`src/rtl/uart_rx.sv`:
```
// rtl/uart_rx.sv - UART receiver, 16x oversampled, LSB first; optional parity via UART_RX_PARITY_EN
module uart_rx #(
  parameter int DBIT    = 8,
  parameter int SB_TICK = 16,
  parameter int PAR_ODD = 0
) (
  input  logic            i_clk,
  input  logic            i_reset,
  input  logic            i_rx,
  input  logic            i_s_tick,
  output logic            o_rx_done_tick,
  output logic [DBIT-1:0] o_dout,
  output logic            o_frame_err
`ifdef UART_RX_PARITY_EN
  ,
  output logic            o_parity_err
`endif
);

  localparam int NW = (DBIT > 1) ? $clog2(DBIT) : 1;

`ifdef UART_RX_PARITY_EN
  typedef enum logic [2:0] {IDLE, START, DATA, PARITY, STOP} state_t;
`else
  typedef enum logic [1:0] {IDLE, START, DATA, STOP} state_t;
`endif

  logic            rx_meta, rx_s;
  state_t          state_q, state_d;
  logic [4:0]      s_q, s_d;
  logic [NW-1:0]   n_q, n_d;
  logic [DBIT-1:0] sreg_q, sreg_d;
  logic            armed_q, armed_d;
  logic            done_d, ferr_d;
  logic [DBIT-1:0] dout_d;
`ifdef UART_RX_PARITY_EN
  logic            par_q, par_d;
  logic            perr_d;
`endif

  // Two-flop synchronizer on the asynchronous line; idles high out of reset
  always_ff @(posedge i_clk) begin
    if (i_reset) begin
      rx_meta <= 1'b1;
      rx_s    <= 1'b1;
    end else begin
      rx_meta <= i_rx;
      rx_s    <= rx_meta;
    end
  end

  // FSM state, counters and registered outputs
  always_ff @(posedge i_clk) begin
    if (i_reset) begin
      state_q        <= IDLE;
      s_q            <= '0;
      n_q            <= '0;
      sreg_q         <= '0;
      armed_q        <= 1'b1;
      o_dout         <= '0;
      o_rx_done_tick <= 1'b0;
      o_frame_err    <= 1'b0;
`ifdef UART_RX_PARITY_EN
      par_q          <= 1'b0;
      o_parity_err   <= 1'b0;
`endif
    end else begin
      state_q        <= state_d;
      s_q            <= s_d;
      n_q            <= n_d;
      sreg_q         <= sreg_d;
      armed_q        <= armed_d;
      o_dout         <= dout_d;
      o_rx_done_tick <= done_d;
      o_frame_err    <= ferr_d;
`ifdef UART_RX_PARITY_EN
      par_q          <= par_d;
      o_parity_err   <= perr_d;
`endif
    end
  end

  // Next-state logic: start detection is untimed, everything else steps on i_s_tick
  always_comb begin
    state_d = state_q;
    s_d     = s_q;
    n_d     = n_q;
    sreg_d  = sreg_q;
    armed_d = armed_q;
    done_d  = 1'b0;
    dout_d  = o_dout;
    ferr_d  = o_frame_err;
`ifdef UART_RX_PARITY_EN
    par_d   = par_q;
    perr_d  = o_parity_err;
`endif
    case (state_q)
      IDLE: begin
        if (rx_s) begin
          armed_d = 1'b1;
        end else if (armed_q) begin
          state_d = START;
          s_d     = '0;
        end
      end
      START: begin
        if (i_s_tick) begin
          if (s_q == 5'd7) begin
            s_d = '0;
            if (!rx_s) begin
              state_d = DATA;
              n_d     = '0;
            end else begin
              state_d = IDLE;
            end
          end else begin
            s_d = s_q + 5'd1;
          end
        end
      end
      DATA: begin
        if (i_s_tick) begin
          if (s_q == 5'd15) begin
            sreg_d = {rx_s, sreg_q[DBIT-1:1]};
            s_d    = '0;
            if (n_q == NW'(DBIT - 1)) begin
`ifdef UART_RX_PARITY_EN
              state_d = PARITY;
`else
              state_d = STOP;
`endif
            end else begin
              n_d = n_q + 1'b1;
            end
          end else begin
            s_d = s_q + 5'd1;
          end
        end
      end
`ifdef UART_RX_PARITY_EN
      PARITY: begin
        if (i_s_tick) begin
          if (s_q == 5'd15) begin
            par_d   = rx_s;
            s_d     = '0;
            state_d = STOP;
          end else begin
            s_d = s_q + 5'd1;
          end
        end
      end
`endif
      STOP: begin
        if (i_s_tick) begin
          if (s_q == 5'(SB_TICK - 1)) begin
            state_d = IDLE;
            s_d     = '0;
            done_d  = 1'b1;
            dout_d  = sreg_q;
            ferr_d  = ~rx_s;
            // A low stop bit means a break may follow; wait for the line to rise before re-arming
            if (!rx_s) armed_d = 1'b0;
`ifdef UART_RX_PARITY_EN
            perr_d  = ((^sreg_q) ^ par_q) != 1'(PAR_ODD);
`endif
          end else begin
            s_d = s_q + 5'd1;
          end
        end
      end
      default: state_d = IDLE;
    endcase
  end

endmodule

```
`config.mk`:
```
export PLATFORM = sky130hd
export DESIGN_NAME = uart_rx
export DESIGN_NICKNAME = d
export VERILOG_FILES = /design/src/rtl/uart_rx.sv
export SDC_FILE = /design/constraint.sdc
export NUM_CORES = 1
export LEC_CHECK = 0
export CAP_MARGIN = 40
export CORE_UTILIZATION = 30
export CTS_CLUSTER_DIAMETER = 40
export CTS_CLUSTER_SIZE = 24
export DETAILED_ROUTE_END_ITERATION = 16
export SLEW_MARGIN = 20
export SYNTH_ARGS = -nofsm -noshare
export SYNTH_HDL_FRONTEND = slang
export SYNTH_SLANG_ARGS = --single-unit
export TNS_END_PERCENT = 10
```
`constraint.sdc`:
```
create_clock -name i_clk -period 1.9 [get_ports i_clk]
set_clock_uncertainty 0.2 [all_clocks]
set_input_delay 0.285 -clock i_clk [delete_from_list [all_inputs] [get_ports i_clk]]
set_output_delay 0.285 -clock i_clk [all_outputs]
set_load 0.05 [all_outputs]
```
==> impl_metrics.tcl, run 1 <==
set metrics [dict create \
    outcome "finished with violations" \
    violations "setup timing" \
    layout-drive-gt1-share 0.2988 \
    maxCapViolCount 0 \
    pre_cts_slack_ns -0.1520 \
    root_buffer "clkbuf_8" \
    grt_pass1_wl_mm 5.106 \
    critPathKind "reg2reg" \
    syn-instance-count 135 \
    post_cts_buffers 0 \
    synthToLayoutAreaGrowth_pct 31.48 \
    required_ns 1.91 \
    synth-seq-area-share 0.4593 \
    cpMostUsedCell "ha_4" \
    startpoint_type "flop" \
    ant_nets 0 \
    postRouteWirelength_mm 2.982 \
    slew_headroom 0.7690 \
    grt_start_max_net_pins 30 \
    ys_types 35 \
    stdcell_area_sq_um 1777 \
    ioPinCount 14 \
    die_x_um 69.12 \
    hold_violations 0 \
    ctsHoldBuffers 0 \
    wire_per_inst_um 13.81 \
    dieArea_sq_um 4777 \
    power_density_nw_per_um2 778.8 \
    synthTopCellsByCount "dfxtp_1 (31), nor2_1 (27), mux2i_1 (18), a21oi_1 (8)" \
    syn-num-nets 143 \
    grtUsageTotal 0.1364 \
    synth_ff_type "dfxtp_1" \
    yosysWarnings 0 \
    postSynthAreaPerCell_sq_um 10.01 \
    fmax_mhz 505.1 \
    numCtsBuffers 5 \
    synthesis.area_sq_um 1351 \
    synth_enable_flop_cells 0 \
    critPathMaxFanout 3 \
    yosys-top-cells-area "dfxtp_1 (46%), mux2i_1 (13%), nor2_1 (7.5%), ha_1 (3.7%), a21oi_1 (3.0%)" \
    drc_errors 0 \
    irDropWorstVdd_uv 301.7 \
    slowest_delay_ns 0.51 \
    synth_top_area_cell "dfxtp_1" \
    start_util 0.3103 \
    numPortBuffers 13 \
    worst_pin_slew_ns 0.3453 \
    num_antenna_cells 0 \
    slew_violations 0 \
    setup-violations-final 2 \
    die_height_um 69.12 \
    holdWs_ns 0.2097 \
    clk_latency_ns 0.28 \
    place_area_sq_um 1619 \
    dpl.hpwl_mm 2.082 \
    cp_data_arrival_time_ns 1.99 \
    vias_per_cell 5.079 \
    design.core.area_sq_um 4354 \
    leakage_uw 0.0007421 \
    cts_max_path_buffers 2 \
    layout.nets 171 \
    worst_setup_path_end_kind "flop" \
    first_pass_iters 4 \
    finalCritPeriodShare 1.042 \
    synth_top_area_share 0.4593 \
    setup_slack_ns -0.08000 \
    min_period_ns 1.980 \
    vias 1097 \
    rsz0062_at_grt "yes" \
    hold_path_class "reg2reg" \
    cp_cell_sequence "ha_4, ha_4, and4bb_1, a22oi_2, or4b_4, a21oi_2" \
    gp_congestion 0.8098 \
    grt_pass1_vias 1114 \
    cts.sinks 31 \
    cpMaxStageDelayCell "or4b_4" \
    grt-ovfl-total 0 \
    fillers 419 \
    rows 24 \
    drtIter0Drc 42 \
    cts_tree "done" \
    clk_pin_slew_ns 0.06 \
    postSynth.asyncResetShare 0 \
    yosysMostFrequentCell "dfxtp_1" \
    antenna_found_initial 0 \
    synth_seq_cells 31 \
    htree_levels 2 \
]
## cell usage in the layout (no fill, tap or decap), types with 2 or more instances in the layout
cell type / instances
dfxtp_2: 3
buf_4: 22
clkdlybuf4s50_1: 3
nand3b_1: 2
nand3_1: 4
clkbuf_8: 6
nor3_1: 2
or2_2: 2
inv_1: 2
a21oi_1: 6
nor2_1: 27
o21ai_0: 3
mux2i_1: 18
ha_1: 2
and2_1: 2
dfxtp_1: 28
a21oi_2: 2
buf_12: 2
ha_4: 2
nand2_1: 2
a211oi_1: 2
## registers in the layout, summed over array words and instances, names as in the netlist, named ones only
signal / cells
o_rx_done_tick: 1
rx_s: 1
sreg_q: 8
o_frame_err: 1
n_q: 3
s_q: 5
state_q: 1
armed_q: 1
rx_meta: 1
o_dout: 8
## metal layers
layer,up-vias,part of all wire,track usage
met1,524,0.44,0.1512
met2,20,0.48,0.2222
met5,-,0,0
met4,0,0.042,0.09977
li1,540,-,-
met3,13,0.032,0.03801
## kinds of logic (layout without fill, tap and decap cells)
kind of cell / Yosys count / after routing / share of synthesized area
compound gates: 22 / 22 / 0.1065
mux: 18 / 18 / 0.1333
flops: 31 / 31 / 0.4593
xor+xnor: 1 / 1 / 0.006483
simple gates: 50 / 50 / 0.2231
buf+inv: 9 / 38 / 0.03426
fa+ha+maj: 4 / 4 / 0.03704
## critical path: cells and delay by family, from the launching register on
family                     cells  cell delay (ns)
AOI/OAI and AO/OA              2             0.25
adders and majority gates      2             0.31
DFF                            1             0.34
and+or+nand+nor                2             0.82
## final cells by class
type / instances / area, sq um / share of cell area
tap: 52 / 65.06 / 0.03662
sequential: 31 / 624.3 / 0.3514
inverter: 3 / 13.76 / 0.007746
clock inverter: 2 / 35.03 / 0.01972
multi-input combinational: 95 / 720.7 / 0.4056
clock buffer: 6 / 82.58 / 0.04648
timing repair buffer: 27 / 235.2 / 0.1324
## where the power goes
| part | internal, uW | total [uW] | switching (uW) |
|---|---|---|---|
| sequential | 654 | 658 | 3.85 |
| combinational | 24.1 | 51.7 | 27.6 |
| clock | 424 | 675 | 251 |
## path summary, 6_finish.rpt
check                           slack, ns  depth (start not counted)           startpoint                  end
worst max-delay path                -0.08                          6  n_q[0]$_SDFFE_PP0P_  n_q[1]$_SDFFE_PP0P_
worst min-delay path                 0.21                          1   rx_meta$_SDFF_PP1_      rx_s$_SDFF_PP1_
worst min register to register       0.21                          1   rx_meta$_SDFF_PP1_      rx_s$_SDFF_PP1_
worst max register to register      -0.08                          6  n_q[0]$_SDFFE_PP0P_  n_q[1]$_SDFFE_PP0P_
## stage by stage
step,std cells,power [uW],util,TNS [ns]
2_1_floorplan,135,696.2,-,0
5_1_grt,216,1425,0.4080,-0.2044
3_5_place_dp,208,722.8,0.3718,-0.7669
4_1_cts,216,1396,0.4069,-0.05960
3_3_place_gp,208,721.8,0.3718,-0.3390
6_report,216,1384,0.4080,-0.1074
## timing repair
action,CTS,global route
endpoints found under the setup margin,2,2
hold endpoints to repair,0,0
resized for setup,8,3
pin swaps,6,5
(Power assumes the default switching activity.)
==> run 2: changes to the inputs <==
--- a/config.mk
+++ b/config.mk
@@ -5,6 +5,7 @@
 export SDC_FILE = /design/constraint.sdc
 export NUM_CORES = 1
 export LEC_CHECK = 0
+export ABC_AREA = 1
 export CAP_MARGIN = 40
 export CORE_UTILIZATION = 30
 export CTS_CLUSTER_DIAMETER = 40
==> run 2 against run 1 <==
  * The flow now finishes without violations
  * Synthesized area rose by 1.1%
  * Routed wire length shrank 7.7%
  * Combinational power increased to 7.4 times the previous value
  * Worst setup slack gained 0.26 ns
  * Global-route usage is 0.73 points lower
  * First-iteration DRC count increased by 31%
  * Sequential share of layout area increased by 2.0 points
  * Largest cell class unchanged
  * Critical path depth rose by 2
  * Fmax up 15%
  * Clock power grew 2%
  * Design area shrank 5.8%
==> impl_metrics.tcl, run 2 <==
set metrics [dict create \
    irDropWorstVdd_uv 403.3 \
    hold_violations 0 \
    cts.sinks 31 \
    grt_pass1_vias 1128 \
    maxCapViolCount 0 \
    fin_setup_tns_ns 0 \
    die_x_um 69.49 \
    syn-num-nets 198 \
    syn-instance-count 190 \
    gp_congestion 0.8506 \
    drtIter0Drc 55 \
    postRouteWirelength_mm 2.751 \
    outcome "complete, no violations" \
    p_sw_frac 0.3063 \
    combPwrFrac 0.212 \
    p_clk_frac 0.383 \
    intPower_uw 1241 \
    die_height_um 69.49 \
    synth_enable_flop_cells 0 \
    synthToLayoutAreaGrowth_pct 22.53 \
    rows 24 \
    regArea_sq_um 621.8 \
    clk_latency_ns 0.29 \
    start_util 0.3138 \
    setup-violations-final 0 \
    synth_ff_type "dfxtp_1" \
    post_cts_buffers 0 \
    grt_pass1_wl_mm 4.816 \
    layout.nets 218 \
    synth_seq_cells 31 \
    startpoint_type "flop" \
    root_buffer "clkbuf_8" \
    power_density_nw_per_um2 1069 \
    worst_pin_slew_ns 0.5035 \
    ioPinCount 14 \
    leakage_uw 0.0007024 \
    htree_levels 2 \
    dieArea_sq_um 4828 \
    antenna_found_initial 0 \
    ant_nets 0 \
    synthesis.area_sq_um 1366 \
    rsz0062_at_grt "no" \
    postSynthAreaPerCell_sq_um 7.191 \
    layout-drive-gt1-share 0.1659 \
    clk_pin_slew_ns 0.07 \
    vias_per_cell 4.479 \
    grt-ovfl-total 0 \
    finalCritPeriodShare 0.9064 \
    dpl.hpwl_mm 1.891 \
    drc_errors 0 \
    cp_data_arrival_time_ns 1.75 \
    num_antenna_cells 0 \
    cts_tree "done" \
    slew_violations 0 \
    synthTopCellsByCount "nand2_1 (50), dfxtp_1 (31), inv_1 (24), a21oi_1 (23), nor2_1 (18)" \
    wire_per_inst_um 10.46 \
    p_total_uw 1790 \
    numPortBuffers 13 \
    yosysMostFrequentCell "nand2_1" \
    reg.largest.list "o_dout: 8 flops, sreg_q: 8 flops, s_q: 5 flops" \
    grt_start_max_net_pins 17 \
    worst_setup_path_end_kind "flop" \
    power.switching_uw 548.1 \
    yosys-top-cells-area "dfxtp_1 (45%), nand2_1 (14%), a21oi_1 (8.4%), inv_1 (6.6%), nor2_1 (4.9%)" \
    ys_types 19 \
    required_ns 1.93 \
    final_cell_mix "nand2_1 (50), dfxtp_1 (30), inv_1 (23), a21oi_1 (23), nor2_1 (18)" \
    numCtsBuffers 5 \
    yosysWarnings 0 \
    seq_power_share 0.405 \
    synth-seq-area-share 0.4542 \
    first_pass_iters 4 \
    min_period_ns 1.722 \
    setup_slack_ns 0.1779 \
    fillers 465 \
    postSynth.asyncResetShare 0 \
    grtUsageTotal 0.1291 \
    final_common_cell "nand2_1" \
    synth_top_area_share 0.4542 \
    slew_headroom 0.6640 \
    synth_top_area_cell "dfxtp_1" \
    hold_path_class "reg2reg" \
    fmax_mhz 580.7 \
    critPathKind "reg2reg" \
    critPathMaxFanout 10 \
    vias 1178 \
    pre_cts_slack_ns 0.03227 \
    design.core.area_sq_um 4354 \
    cts_max_path_buffers 2 \
    multiInputGateArea_sq_um 629.4 \
]
-- run 2: changes by cell type after synthesis, moves of 7 or more --
cell     delta
a21oi_1    +15
nor2_1      -9
o21ai_0     +7
inv_1      +22
nand2_1    +48
mux2i_1    -18
-- run 2: worst paths after layout --
| kind | startpoint | to | cells after the start | slack, ns |
|---|---|---|---|---|
| worst min register to register | rx_meta$_SDFF_PP1_ | rx_s$_SDFF_PP1_ | 1 | 0.21 |
| worst min-delay path | rx_meta$_SDFF_PP1_ | rx_s$_SDFF_PP1_ | 1 | 0.21 |
| worst max register to register | s_q[0]$_SDFFE_PP0P_ | o_frame_err$_SDFFE_PP0P_ | 8 | 0.18 |
| worst max-delay path | s_q[0]$_SDFFE_PP0P_ | o_frame_err$_SDFFE_PP0P_ | 8 | 0.18 |
-- run 2: logic make-up after synthesis --
kind of cell,after synthesis,synth area share
compound gates,35,0.1300
xor+xnor,1,0.006411
fa+ha+maj,4,0.03663
buf+inv,31,0.08975
flops,31,0.4542
simple gates,88,0.2830
-- run 2: what timing repair did --
item                                    in CTS  in global routing
endpoints found under the setup margin       0                 11
gates resized for setup                      0                  3
hold buffers                                 0                  0
-- run 2: worst max-delay path, stage by stage, from the launching register on --
cell and delay, ns:
dfxtp_1 0.37, ha_1 0.20, nand4_1 0.12, inv_1 0.14
nand4_1 0.18, buf_4 0.24, nor2_1 0.11, nand2_1 0.06
nand2_1 0.05
-- run 2: layout make-up --
| cell class | count | area share |
|---|---|---|
| multi-input cells | 128 | 0.3759 |
| well taps | 52 | 0.03886 |
| repair buffers | 18 | 0.08520 |
| inverters | 26 | 0.05830 |
| clock inverters | 2 | 0.02093 |
| clock buffers | 6 | 0.04933 |
| flip-flops and latches | 31 | 0.3714 |
-- run 2: layer usage --
layer,share of wire,global-route usage,vias up
met4,0.023,0.08844,0
met5,0,0,-
li1,-,-,640
met2,0.40,0.1845,17
met3,0.041,0.04215,6
met1,0.54,0.1636,515
-- run 2: power groups by stage --
stage          Combinational, uW  Clock [uW]  Sequential [uW]
6_report                     380         686              724
5_1_grt                      438         736              730
3_5_place_dp                 367           0              738
4_1_cts                      369         709              723
3_3_place_gp                 365           0              739
2_1_floorplan                296           0              722
-- run 2: stage by stage --
stage | cell area [sq um] | utilization | hold WS (ns) | cells
final | 1674 | 0.3845 | 0.2116 | 263
after global routing | 1674 | 0.3845 | 0.2262 | 263
after CTS | 1667 | 0.3828 | 0.2153 | 263
after detailed placement | 1549 | 0.3557 | 0.1992 | 255
after global placement | 1549 | 0.3557 | 0.1965 | 255
after floorplan | 1366 | - | 0.1541 | 190
